## config.mk

```make
export PLATFORM = sky130hd
export DESIGN_NAME = cmsdk_eg_reg_initiator
export DESIGN_NICKNAME = d
export VERILOG_FILES = /design/src/rtl/cmsdk_eg_reg_pkg.sv /design/src/rtl/cmsdk_eg_reg_initiator.sv
export SDC_FILE = /design/constraint.sdc
export NUM_CORES = 1
export LEC_CHECK = 0
export BUFFER_PORTS_ARGS = -buffer_cell sky130_fd_sc_hd__buf_4
export CAP_MARGIN = 10
export CORE_MARGIN = 2
export CORE_UTILIZATION = 46
export CTS_CLUSTER_SIZE = 10
export DETAILED_ROUTE_END_ITERATION = 12
export GPL_TIMING_DRIVEN = 0
export PLACE_DENSITY = 0.88
export SETUP_SLACK_MARGIN = 0.05
export SLEW_MARGIN = 20
export SYNTH_ARGS = -nofsm -noshare
export SYNTH_HDL_FRONTEND = slang
export SYNTH_SLANG_ARGS = --single-unit
```

## constraint.sdc

```tcl
create_clock -name hclk -period 2 [get_ports hclk]
set_input_delay 0.1 -clock hclk [delete_from_list [all_inputs] [get_ports hclk]]
set_output_delay 0.1 -clock hclk [all_outputs]
set_load 0.01 [all_outputs]
```

## src/rtl/cmsdk_eg_reg_pkg.sv

```systemverilog
// Shared types and decode helpers for the example-slave register initiator.
package cmsdk_eg_reg_pkg;

  typedef enum logic [1:0] {
    ST_IDLE   = 2'd0,
    ST_ACCESS = 2'd1,
    ST_RESP   = 2'd2
  } state_t;

  localparam logic [1:0] SIZE_BYTE = 2'd0;
  localparam logic [1:0] SIZE_HALF = 2'd1;
  localparam logic [1:0] SIZE_WORD = 2'd2;

  // Byte lane enables for a size at the given low address bits.
  function automatic logic [3:0] strobe_decode(input logic [1:0] size, input logic [1:0] lo);
    logic [3:0] s;
    s = 4'b1111;
    case (size)
      SIZE_BYTE: s = 4'b0001 << lo;
      SIZE_HALF: s = lo[1] ? 4'b1100 : 4'b0011;
      default:   s = 4'b1111;
    endcase
    return s;
  endfunction

  // A command is legal when the size is encodable and naturally aligned.
  function automatic logic cmd_legal(input logic [1:0] size, input logic [1:0] lo);
    logic ok;
    ok = 1'b0;
    case (size)
      SIZE_BYTE: ok = 1'b1;
      SIZE_HALF: ok = ~lo[0];
      SIZE_WORD: ok = (lo == 2'b00);
      default:   ok = 1'b0;
    endcase
    return ok;
  endfunction

endpackage

```

## src/rtl/cmsdk_eg_reg_initiator.sv

```systemverilog
// Single-outstanding register initiator: command in, one-cycle bus access,
// response out. Bus outputs are decodes of the state plus captured registers.
module cmsdk_eg_reg_initiator
  import cmsdk_eg_reg_pkg::*;
#(
  parameter int ADDRWIDTH = 12,
  parameter int CNTWIDTH  = 16
) (
  input  logic                 hclk,
  input  logic                 hreset,
  input  logic                 cmd_valid,
  output logic                 cmd_ready,
  input  logic                 cmd_write,
  input  logic [1:0]           cmd_size,
  input  logic [ADDRWIDTH-1:0] cmd_addr,
  input  logic [31:0]          cmd_wdata,
  output logic                 rsp_valid,
  input  logic                 rsp_ready,
  output logic [31:0]          rsp_rdata,
  output logic                 rsp_err,
  output logic [ADDRWIDTH-1:0] addr,
  output logic                 read_en,
  output logic                 write_en,
  output logic [3:0]           byte_strobe,
  output logic [31:0]          wdata,
  input  logic [31:0]          rdata,
  output logic                 busy,
  output logic [CNTWIDTH-1:0]  txn_count
);

  state_t                 state_q, state_d;
  logic [ADDRWIDTH-1:0]   addr_q;
  logic                   write_q;
  logic [31:0]            wdata_q;
  logic [3:0]             strb_q;
  logic [31:0]            rdata_q;
  logic                   err_q;
  logic [CNTWIDTH-1:0]    cnt_q;
  logic                   accept;
  logic                   legal;

  assign accept = (state_q == ST_IDLE) && cmd_valid;
  assign legal  = cmd_legal(cmd_size, cmd_addr[1:0]);

  // State register.
  always_ff @(posedge hclk) begin
    if (hreset) state_q <= ST_IDLE;
    else        state_q <= state_d;
  end

  // Next-state and output decode; every output is a function of registers only.
  always_comb begin
    state_d     = state_q;
    cmd_ready   = 1'b0;
    rsp_valid   = 1'b0;
    read_en     = 1'b0;
    write_en    = 1'b0;
    byte_strobe = 4'b0000;
    addr        = '0;
    wdata       = '0;
    case (state_q)
      ST_IDLE: begin
        cmd_ready = 1'b1;
        if (cmd_valid) state_d = legal ? ST_ACCESS : ST_RESP;
      end
      ST_ACCESS: begin
        addr        = addr_q;
        byte_strobe = strb_q;
        write_en    = write_q;
        read_en     = ~write_q;
        wdata       = write_q ? wdata_q : 32'h0;
        state_d     = ST_RESP;
      end
      ST_RESP: begin
        rsp_valid = 1'b1;
        if (rsp_ready) state_d = ST_IDLE;
      end
      default: state_d = ST_IDLE;
    endcase
  end

  // Command capture, read-data capture and completed-access counter.
  always_ff @(posedge hclk) begin
    if (hreset) begin
      addr_q  <= '0;
      write_q <= 1'b0;
      wdata_q <= '0;
      strb_q  <= '0;
      rdata_q <= '0;
      err_q   <= 1'b0;
      cnt_q   <= '0;
    end else begin
      if (accept) begin
        addr_q  <= cmd_addr;
        write_q <= cmd_write;
        wdata_q <= cmd_wdata;
        strb_q  <= strobe_decode(cmd_size, cmd_addr[1:0]);
        err_q   <= ~legal;
        // Error responses carry zero data; legal ones are filled at ACCESS end.
        if (!legal) rdata_q <= '0;
      end
      if (state_q == ST_ACCESS) begin
        rdata_q <= write_q ? 32'h0 : rdata;
        cnt_q   <= cnt_q + CNTWIDTH'(1);
      end
    end
  end

  assign rsp_rdata = rdata_q;
  assign rsp_err   = err_q;
  assign busy      = (state_q != ST_IDLE);
  assign txn_count = cnt_q;

endmodule

```

==> summary.txt, run 1 <==
Critical path
  • CP startpoint: state_q[1]$_SDFFE_PP0P_
  • Worst setup path category: flop to primary output
  • Worst r2r path cells: 4
  • Reg-to-Reg End: addr_q[10]$_SDFFE_PP0P_
  • Worst EP required: 1.90 ns
  • End of the critical path: wdata[8]
  • Arr. time, crit path: 1.74 ns
  • Critical Path Fanout Max: 10
  • R2R Setup Slk: 0.25 ns
  • Critical Path Source Type: flop
  • R2r startpoint: state_q[1]$_SDFFE_PP0P_
  • Crit end category: primary output

Synthesis
  • Top cell type's share of synthesized area: 0.511
  • Mapped cell area: 3920 µm²
  • Synth Area in XOR/XNOR: 0.0223
  • Synth Area in Compound Gates: 0.157
  • Synth warnings: 0
  • Largest cells by area after synthesis: dfxtp_1 51%, nand2_1 9.7%, a22o_1 7.2%
  • Mux contribution to synthesized area: 0.00830
  • Cells after Synth: 455
  • Post-synth top area cell: dfxtp_1
  • Mapped Avg Cell Area: 8.61 µm²
  • #FFs+latches synth: 100
  • Post-Syn Nets: 539
  • Simple-gate share of the synthesized area: 0.258
  • Post-synth EDFFs: 0
  • Synth unique cells: 35
  • Area share of fa/ha/maj cells after synthesis: 0.00319
  • Synth Flop Type: dfxtp_1
  • Share of synthesized registers carrying an async set or reset: 0
  • Register area share after synthesis: 0.511
  • Largest family of logic cells by synthesized area: simple AND/OR/NAND/NOR gates

Final layout
  • Most frequent cells in the layout: 182 x buf_4, 101 x nand2_1, 99 x dfxtp_1
  • Area delta synth->final: 62.6%
  • Antenna cells: 0
  • Nets: 805
  • Commonest non-fill, non-tap cell in the layout: buf_4
  • Share of layout cells above drive strength 1: 0.304
  • Fin util: 0.772

STA
  • Least-Margin Pin Slew: 0.602 ns
  • Part of the cycle the worst path needs: 0.921
  • Final setup fails: 0
  • Slew HR: 0.596
  • Final hold vios: 0
  • RSZ-0062 raised after global routing: no
  • Final min period: 1.84 ns
  • Pins Over Slew Limit: 0
  • Post-route setup TNS: 0 ns
  • Max frequency: 543 MHz
  • Setup Skew: 0.00969 ns

CTS
  • Clock buffer depth: 2
  • Num CTS Buffers: 9
  • CTS tree: done
  • Post-CTS setup buffers: 0
  • CTS H-tree lvls: 3
  • CTS sink cnt: 100
  • Worst-path clk slew: 0.10 ns
  • Clk root buf: clkbuf_8
  • Latest clock arrival within the worst-skew pair: 0.36 ns

Floorplanning
  • Die width: 96.3 µm
  • DIE AREA: 9270 µm²
  • Num rows: 33
  • Core area: 8260 µm²
  • Die Ht: 96.3 µm
  • Starting Density: 0.475
  • Total I/O pin count: 185

Placed design
  • DPL Wire Length: 8510 µm
  • GPL Wtd Cong: 0.821
  • I/O Buffers: 182

Route
  • Vias per cell: 5.32
  • First drt pass iteration count: 7
  • Final wirelength: 13900 µm
  • Starting DRT DRC Count: 169
  • # DRC: 0
  • DR WL/cell: 16.8 µm
  • Total number of vias: 4425
  • Antenna-violating nets left: 0

Power
  • VDD IR max: 0.000484 V
  • PwrDens: 657 nW/µm²
  • Leakage: 3.00 nW

Run status
  • Status: completed

Global route
  • Pin count of the biggest net entering global routing: 19
  • First-pass GRT wire length: 21300 µm
  • Vias in the first global route: 4521
  • Initial antenna violation count: 0
  • Tot GR Track Use: 0.298
  • Gr ovfl total: 0

Worst hold path
  • Min-delay src: rsp_ready
  • Hold Path Class: primary input to flop

Flow run
  • Max-Cap Viols: 0
synthesized netlist by cell type, drive strengths merged, types with 4 or more instances:
master,number
and2,17
buf,12
clkbuf,23
dfxtp,100
nor2b,4
nor2,24
and3,34
a21oi,52
inv,4
nor3,11
nand2,101
a22o,32
nand4,7
xor2,7
metrics by stage:
step           instance area (µm²)  hold WS [ns]  power [W]  worst slack (ns)  std cells
5_1_grt                       6370        0.0143    0.00434            0.0609        831
2_1_floorplan                 3920         0.233    0.00243             0.467        455
4_1_cts                       6360      0.000265    0.00417            0.0623        830
3_5_place_dp                  5420         0.320    0.00270             0.302        742
6_report                      6370        0.0116    0.00418             0.158        831
3_3_place_gp                  5420         0.317    0.00267             0.324        742
worst max-delay path, cell delays in order (launching register included):
cell,delay [ns]
dfxtp_1,0.52
nor2b_1,0.08
clkbuf_4,0.21
clkbuf_2,0.20
and3_1,0.23
buf_4,0.14
area by class of cell:
cell class	count	area [µm²]
Sequential cell	100	2000
Tap cell	105	131
Timing Repair Buffer	255	2100
Fill cell	532	1890
Inverter	4	15.0
Multi-Input combinational cell	316	1760
Clock inverter	6	76.3
Buffer	35	153
Clock buffer	10	138
kinds of logic after synthesis:
family / Yosys count
AOI/OAI and AO/OA: 92
xor gates and xnor gates: 10
adders and majority gates: 1
buffers and inverters: 39
DFF: 100
muxes: 3
and+or+nand+nor: 210
state kept, by name (all words and copies together) (netlist names):
signal	flops
wdata_q	32
txn_count	16
rsp_rdata	32
strb_q	4
write_q	1
addr_q	12
state_q	2
rsp_err	1
repair_timing:
action | in CTS | in global routing
hold buffers | 72 | 1
endpoints found under the setup margin | 48 | 48
resized for setup | 5 | 3
hold endpoints to repair | 72 | 1
cloned | 0 | 0
report_power, final:
group / internal (W) / total, W / switching, W
Sequential: 0.00209 / 0.00214 / 0.0000575
Clock: 0.000638 / 0.00138 / 0.000746
Combinational: 0.000339 / 0.000657 / 0.000317
worst min path at each step:
| stage | to | slack, ns | cells after the start |
|---|---|---|---|
| 2_1_floorplan | rsp_rdata[10]$_SDFFE_PP0P_ | 0.23 | 1 |
| 3_3_place_gp | rsp_rdata[27]$_SDFFE_PP0P_ | 0.32 | 2 |
| 3_5_place_dp | rsp_rdata[14]$_SDFFE_PP0P_ | 0.32 | 2 |
| 4_1_cts | write_q$_SDFFE_PP0P_ | 0.0003 | 3 |
| 5_1_grt | state_q[1]$_SDFFE_PP0P_ | 0.01 | 3 |
| 6_report | state_q[1]$_SDFFE_PP0P_ | 0.01 | 3 |
routing by layer:
metal  global-route usage  part of all wire
met3               0.0752             0.063
met2                0.540              0.53
met4                0.149             0.038
met5                    0                 0
met1                0.319              0.37
Power figures use the tool's default switching activity.
==> inputs of run 2 (changes only) <==
Clock period 2 ns to 1.8 ns, I/O delays scaled along.
==> summary.txt, run 2 (synthesized netlist as in run 1, its figures left out) <==
Run status
  • Status: completed (unchanged)

Global route
  • First-pass GRT wire length: 21400 µm (was 21300 µm)
  • Pin count of the biggest net entering global routing: 19 (unchanged)
  • Initial antenna violation count: 0 (unchanged)
  • Tot GR Track Use: 0.299 (was 0.298)
  • Gr ovfl total: 0 (unchanged)
  • Vias in the first global route: 4528 (was 4521)

STA
  • Slew HR: 0.594 (was 0.596)
  • Final worst slack: 0.0978 ns (was 0.158 ns)
  • Least-Margin Pin Slew: 0.605 ns (was 0.602 ns)
  • Final min period: 1.70 ns
  • Final hold vios: 0 (unchanged)
  • Final hold slack: 0.0269 ns (was 0.0116 ns)
  • RSZ-0062 raised after global routing: yes (was no)
  • Part of the cycle the worst path needs: 0.946
  • Pins Over Slew Limit: 0 (unchanged)
  • Post-route setup TNS: 0 ns (unchanged)
  • Setup Skew: 0.00849 ns (was 0.00969 ns)
  • Max frequency: 587 MHz
  • Final setup fails: 0 (unchanged)

Worst hold path
  • Min-delay src: cmd_addr[0] (was rsp_ready)
  • Worst hold endpoint: addr_q[0]$_SDFFE_PP0P_ (was state_q[1]$_SDFFE_PP0P_)
  • Hold path cells: 3 (unchanged)
  • Hold Path Class: primary input to flop (unchanged)

CTS
  • Clk root buf: clkbuf_8 (unchanged)
  • Post-CTS setup buffers: 0 (unchanged)
  • CTS tree: done (unchanged)
  • Clock buffer depth: 2 (unchanged)
  • Worst-path clk slew: 0.10 ns (about the same)
  • Latest clock arrival within the worst-skew pair: 0.36 ns (about the same)
  • CTS sink cnt: 100 (unchanged)
  • Num CTS Buffers: 9 (unchanged)
  • CTS H-tree lvls: 3 (unchanged)

Floorplanning
  • Num rows: 33 (unchanged)
  • Total I/O pin count: 185 (unchanged)
  • Die width: 96.3 µm (unchanged)
  • DIE AREA: 9270 µm² (unchanged)
  • Die Ht: 96.3 µm (unchanged)
  • Core area: 8260 µm² (unchanged)
  • Starting Density: 0.475 (unchanged)

Route
  • Total number of vias: 4440 (was 4425)
  • Final wirelength: 14000 µm (was 13900 µm)
  • Starting DRT DRC Count: 213 (was 169)
  • Vias per cell: 5.32 (about the same)
  • First drt pass iteration count: 4 (was 7)
  • DR WL/cell: 16.7 µm (was 16.8 µm)
  • # DRC: 0 (unchanged)
  • Antenna-violating nets left: 0 (unchanged)

Placed design
  • GPL Wtd Cong: 0.821 (unchanged)
  • DPL Wire Length: 8510 µm (unchanged)
  • I/O Buffers: 182 (unchanged)
  • Post-Place Setup Slack: 0.102 ns (was 0.302 ns)

Critical path
  • Buf/Inv on CP: 3 (unchanged)
  • Crit-path max cell delay: 0.40 ns (was 0.52 ns)
  • Worst EP required: 1.71 ns (was 1.90 ns)
  • Worst setup path category: flop to primary output (unchanged)
  • Critical Path Fanout Max: 10 (unchanged)
  • Worst r2r path cells: 4 (unchanged)
  • Reg-to-Reg End: wdata_q[14]$_SDFFE_PP0P_ (was addr_q[10]$_SDFFE_PP0P_)
  • Critical Path Source Type: flop (unchanged)
  • Top delay family on crit path: buffers and inverters (unchanged)
  • Slowest stage cell, crit path: dfxtp_4 (was dfxtp_1)
  • R2R Setup Slk: 0.15 ns (was 0.25 ns)
  • R2r startpoint: state_q[1]$_SDFFE_PP0P_ (unchanged)
  • Crit end category: primary output (unchanged)
  • Worst-path cell chain: nor2b_2 -> buf_6 -> clkbuf_4 -> and3_1 -> buf_4 (was nor2b_1 -> clkbuf_4 -> clkbuf_2 -> and3_1 -> buf_4)
  • Arr. time, crit path: 1.61 ns (was 1.74 ns)

Final layout
  • Commonest non-fill, non-tap cell in the layout: buf_4 (unchanged)
  • Area delta synth->final: 63.9% (was 62.6%)
  • Most frequent cells in the layout: 182 x buf_4, 101 x nand2_1, 98 x dfxtp_1 (was 182 x buf_4, 101 x nand2_1, 99 x dfxtp_1)
  • Fin util: 0.778 (was 0.772)
  • Antenna cells: 0 (unchanged)
  • Nets: 808 (was 805)
  • Share of layout cells above drive strength 1: 0.311 (was 0.304)

Power
  • VDD IR max: 0.000537 V (was 0.000484 V)
  • PwrDens: 725 nW/µm² (was 657 nW/µm²)
  • Final Total Pwr: 0.00466 W (was 0.00418 W)
  • Leakage: 3.04 nW (was 3.00 nW)

Flow run
  • Max-Cap Viols: 0 (unchanged)
-- run 2: cell count changes in the layout (fill, tap and decap cells not counted), sizes merged --
cell,before,now
dlygate4sd3,73,75
buf,194,196
clkbuf,33,32
-- run 2: worst max path at each step --
stage	startpoint	endpoint	slack, ns	cells after the start
2_1_floorplan	state_q[1]$_SDFFE_PP0P_	txn_count[15]$_SDFFE_PP0P_	0.27	4
3_3_place_gp	state_q[1]$_SDFFE_PP0P_	txn_count[15]$_SDFFE_PP0P_	0.12	4
3_5_place_dp	state_q[1]$_SDFFE_PP0P_	txn_count[15]$_SDFFE_PP0P_	0.10	4
4_1_cts	state_q[0]$_SDFFE_PP0P_	wdata[30]	0.04	5
5_1_grt	state_q[0]$_SDFFE_PP0P_	wdata[11]	0.002	5
6_report	state_q[0]$_SDFFE_PP0P_	wdata[11]	0.1	5
-- run 2: layout make-up --
class / count / area (µm²)
inverter: 4 / 15.0
sequential: 100 / 2010
buffer: 35 / 168
fill: 523 / 1830
clock buffer: 10 / 138
tap: 105 / 131
timing repair buffer: 258 / 2120
clock inverter: 6 / 76.3
multi-input combinational: 316 / 1770
-- run 2: worst register-to-register path: stages, from the launching register on --
cell and delay, ns:
dfxtp_2 0.39, nor3_1 0.48, clkbuf_1 0.41, nand2_1 0.12, a21oi_1 0.17
-- run 2: through the flow --
stage,instance area [µm²],cells
after global routing,6420,834
after detailed placement,5420,742
after global placement,5420,742
after CTS,6390,833
final,6420,834
after floorplan,3920,455
-- run 2: report_power, final --
part | switching (W) | total (W) | internal [W]
Sequential | 0.0000650 | 0.00238 | 0.00232
Clock | 0.000828 | 0.00154 | 0.000709
Combinational | 0.000354 | 0.000739 | 0.000384
Total | 0.00125 | 0.00466 | 0.00341
-- run 2: timing repair --
item / CTS / global route
hold buffers: 75 / 0
setup endpoints to repair: 48 / 51
pin swaps: 0 / 1
hold endpoints to repair: 75 / 0
gates resized for setup: 9 / 15
gates cloned: 0 / 1
-- run 2: layer usage --
layer / vias up / share of wire / global-route usage / routed length, µm
met5: - / 0 / 0 / 0
met4: 0 / 0.039 / 0.151 / 544
met3: 52 / 0.060 / 0.0705 / 842
met2: 195 / 0.53 / 0.540 / 7370
met1: 2107 / 0.37 / 0.324 / 5210
li1: 2086 / - / - / -
==> inputs of run 3 (changes only) <==
==> constraint.sdc (replaced) <==
create_clock -name hclk -period 1.8 [get_ports hclk]
set_input_delay 0.36 -clock hclk [delete_from_list [all_inputs] [get_ports hclk]]
set_output_delay 0.36 -clock hclk [all_outputs]
set_load 0.01 [all_outputs]
==> summary.txt, run 3 (synthesized netlist as in run 1, its figures left out) <==
Critical path
  • Critical Path Source Type: flop (unchanged)
  • Arr. time, crit path: 1.44 ns (was 1.61 ns)
  • Crit end category: primary output (unchanged)
  • Worst setup path category: flop to primary output (unchanged)
  • Worst r2r path cells: 5 (was 4)
  • Reg-to-Reg End: txn_count[15]$_SDFFE_PP0P_ (was wdata_q[14]$_SDFFE_PP0P_)
  • Critical Path Fanout Max: 10 (unchanged)
  • Worst EP required: 1.44 ns (was 1.71 ns)
  • R2r startpoint: state_q[1]$_SDFFE_PP0P_ (unchanged)
  • R2R Setup Slk: 0.14 ns (was 0.15 ns)

STA
  • Setup Skew: 0.0148 ns (was 0.00849 ns)
  • Final hold slack: 0.208 ns (was 0.0269 ns)
  • Final min period: 1.80 ns (was 1.70 ns)
  • Part of the cycle the worst path needs: 1.00 (was 0.946)
  • Pins Over Slew Limit: 0 (unchanged)
  • Least-Margin Pin Slew: 0.500 ns (was 0.605 ns)
  • Final setup fails: 3 (was 0)
  • Slew HR: 0.667 (was 0.594)
  • Max frequency: 554 MHz (was 587 MHz)
  • Final worst slack: -0.00393 ns (was 0.0978 ns)
  • Final hold vios: 0 (unchanged)
  • RSZ-0062 raised after global routing: yes (unchanged)

CTS
  • Clock buffer depth: 2 (unchanged)
  • Worst-path clk slew: 0.11 ns (was 0.10 ns)
  • Clk root buf: clkbuf_8 (unchanged)
  • CTS sink cnt: 100 (unchanged)
  • CTS H-tree lvls: 3 (unchanged)
  • CTS tree: done (unchanged)
  • Latest clock arrival within the worst-skew pair: 0.36 ns (about the same)
  • Num CTS Buffers: 9 (unchanged)
  • CTS hold repair buffers: 0 (was 75)

Route
  • Total number of vias: 4024 (was 4440)
  • Antenna-violating nets left: 0 (unchanged)
  • Final wirelength: 11800 µm (was 14000 µm)
  • Starting DRT DRC Count: 167 (was 213)
  • DR WL/cell: 15.3 µm (was 16.7 µm)
  • First drt pass iteration count: 4 (unchanged)
  • # DRC: 0 (unchanged)
  • Vias per cell: 5.24 (was 5.32)

Power
  • Leakage: 2.80 nW (was 3.04 nW)
  • PwrDens: 770 nW/µm² (was 725 nW/µm²)
  • VDD IR max: 0.000509 V (was 0.000537 V)

Global route
  • Pin count of the biggest net entering global routing: 19 (unchanged)
  • Gr ovfl total: 0 (unchanged)
  • Tot GR Track Use: 0.242 (was 0.299)
  • First-pass GRT wire length: 17600 µm (was 21400 µm)
  • Initial antenna violation count: 0 (unchanged)
  • Vias in the first global route: 3751 (was 4528)

Floorplanning
  • Total I/O pin count: 185 (unchanged)
  • Die width: 96.3 µm (unchanged)
  • Num rows: 33 (unchanged)
  • Starting Density: 0.475 (unchanged)
  • Die Ht: 96.3 µm (unchanged)
  • DIE AREA: 9270 µm² (unchanged)
  • Core area: 8260 µm² (unchanged)

Placed design
  • GPL Wtd Cong: 0.821 (unchanged)
  • DPL Wire Length: 8510 µm (unchanged)
  • Post-DP Area: 5420 µm² (unchanged)
  • I/O Buffers: 182 (unchanged)
  • Post-Place Setup Slack: -0.145 ns (was 0.102 ns)
  • Placed insts: 742 (unchanged)

Final layout
  • Commonest non-fill, non-tap cell in the layout: buf_4 (unchanged)
  • Cell Count, Final, Fillers Out: 768 (was 834)
  • Share of layout cells above drive strength 1: 0.383 (was 0.311)
  • Antenna cells: 0 (unchanged)
  • Nets: 742 (was 808)
  • Design area: 5900 µm² (was 6420 µm²)
  • Area delta synth->final: 50.7% (was 63.9%)
  • Most frequent cells in the layout: 180 x buf_4, 101 x nand2_1, 97 x dfxtp_1 (was 182 x buf_4, 101 x nand2_1, 98 x dfxtp_1)

Flow run
  • Max-Cap Viols: 0 (unchanged)

Worst hold path
  • Hold Path Class: primary input to flop (unchanged)
  • Worst hold endpoint: rsp_rdata[4]$_SDFFE_PP0P_ (was addr_q[0]$_SDFFE_PP0P_)
  • Hold path cells: 2 (was 3)
  • Min-delay src: rdata[4] (was cmd_addr[0])

Run status
  • Status: finished with violations (was completed)
  • Failing checks: negative setup slack
-- run 3: worst max-delay path by stage --
stage	startpoint	end	slack (ns)
6_report	state_q[0]$_SDFFE_PP0P_	wdata[15]	-0.004
4_1_cts	state_q[0]$_SDFFE_PP0P_	wdata[11]	-0.03
2_1_floorplan	cmd_size[1]	rsp_rdata[10]$_SDFFE_PP0P_	0.25
5_1_grt	state_q[0]$_SDFFE_PP0P_	wdata[24]	-0.07
3_3_place_gp	state_q[0]$_SDFFE_PP0P_	wdata[30]	-0.12
3_5_place_dp	state_q[0]$_SDFFE_PP0P_	wdata[30]	-0.14
-- run 3: area by class of cell --
class / instances / area, µm²
Buffer: 35 / 213
Clock buffer: 10 / 138
Clock inverter: 6 / 76.3
Fill cell: 631 / 2350
Inverter: 4 / 15.0
Multi-Input combinational cell: 316 / 1830
Sequential cell: 100 / 2010
Tap cell: 105 / 131
Timing Repair Buffer: 192 / 1490
-- run 3: per-layer routing --
layer | part of all wire | global-route usage
met1 | 0.42 | 0.306
met2 | 0.51 | 0.408
met4 | 0.013 | 0.0927
met5 | 0 | 0
met3 | 0.058 | 0.0470
-- run 3: repair_timing --
action / in CTS / in global routing
endpoints found under the setup margin: 50 / 114
hold endpoints to repair: 0 / 0
buffers inserted: 6 / 1
cloned: 3 / 0
gates resized for setup: 35 / 30
pin swaps: 0 / 4
-- run 3: critical path, stage by stage (launching register included) --
cell	delay, ns
dfxtp_4	0.36
nor2b_4	0.16
buf_6	0.16
buf_8	0.13
and3_1	0.17
buf_4	0.12
-- run 3: metrics by stage --
stage,setup TNS (ns),power [W],utilization
4_1_cts,-0.314,0.00454,0.703
2_1_floorplan,0,0.00270,-
6_report,-0.00556,0.00455,0.715
5_1_grt,-2.30,0.00471,0.715
3_3_place_gp,-2.12,0.00297,0.656
3_5_place_dp,-3.50,0.00300,0.656
-- run 3: report_power, final --
part	total, W	internal, W	switching [W]	leakage [nW]
sequential	0.00238	0.00232	0.0000595	0.817
clock	0.00154	0.000709	0.000835	0.110
combinational	0.000626	0.000306	0.000320	1.87
total	0.00455	0.00333	0.00121	2.80
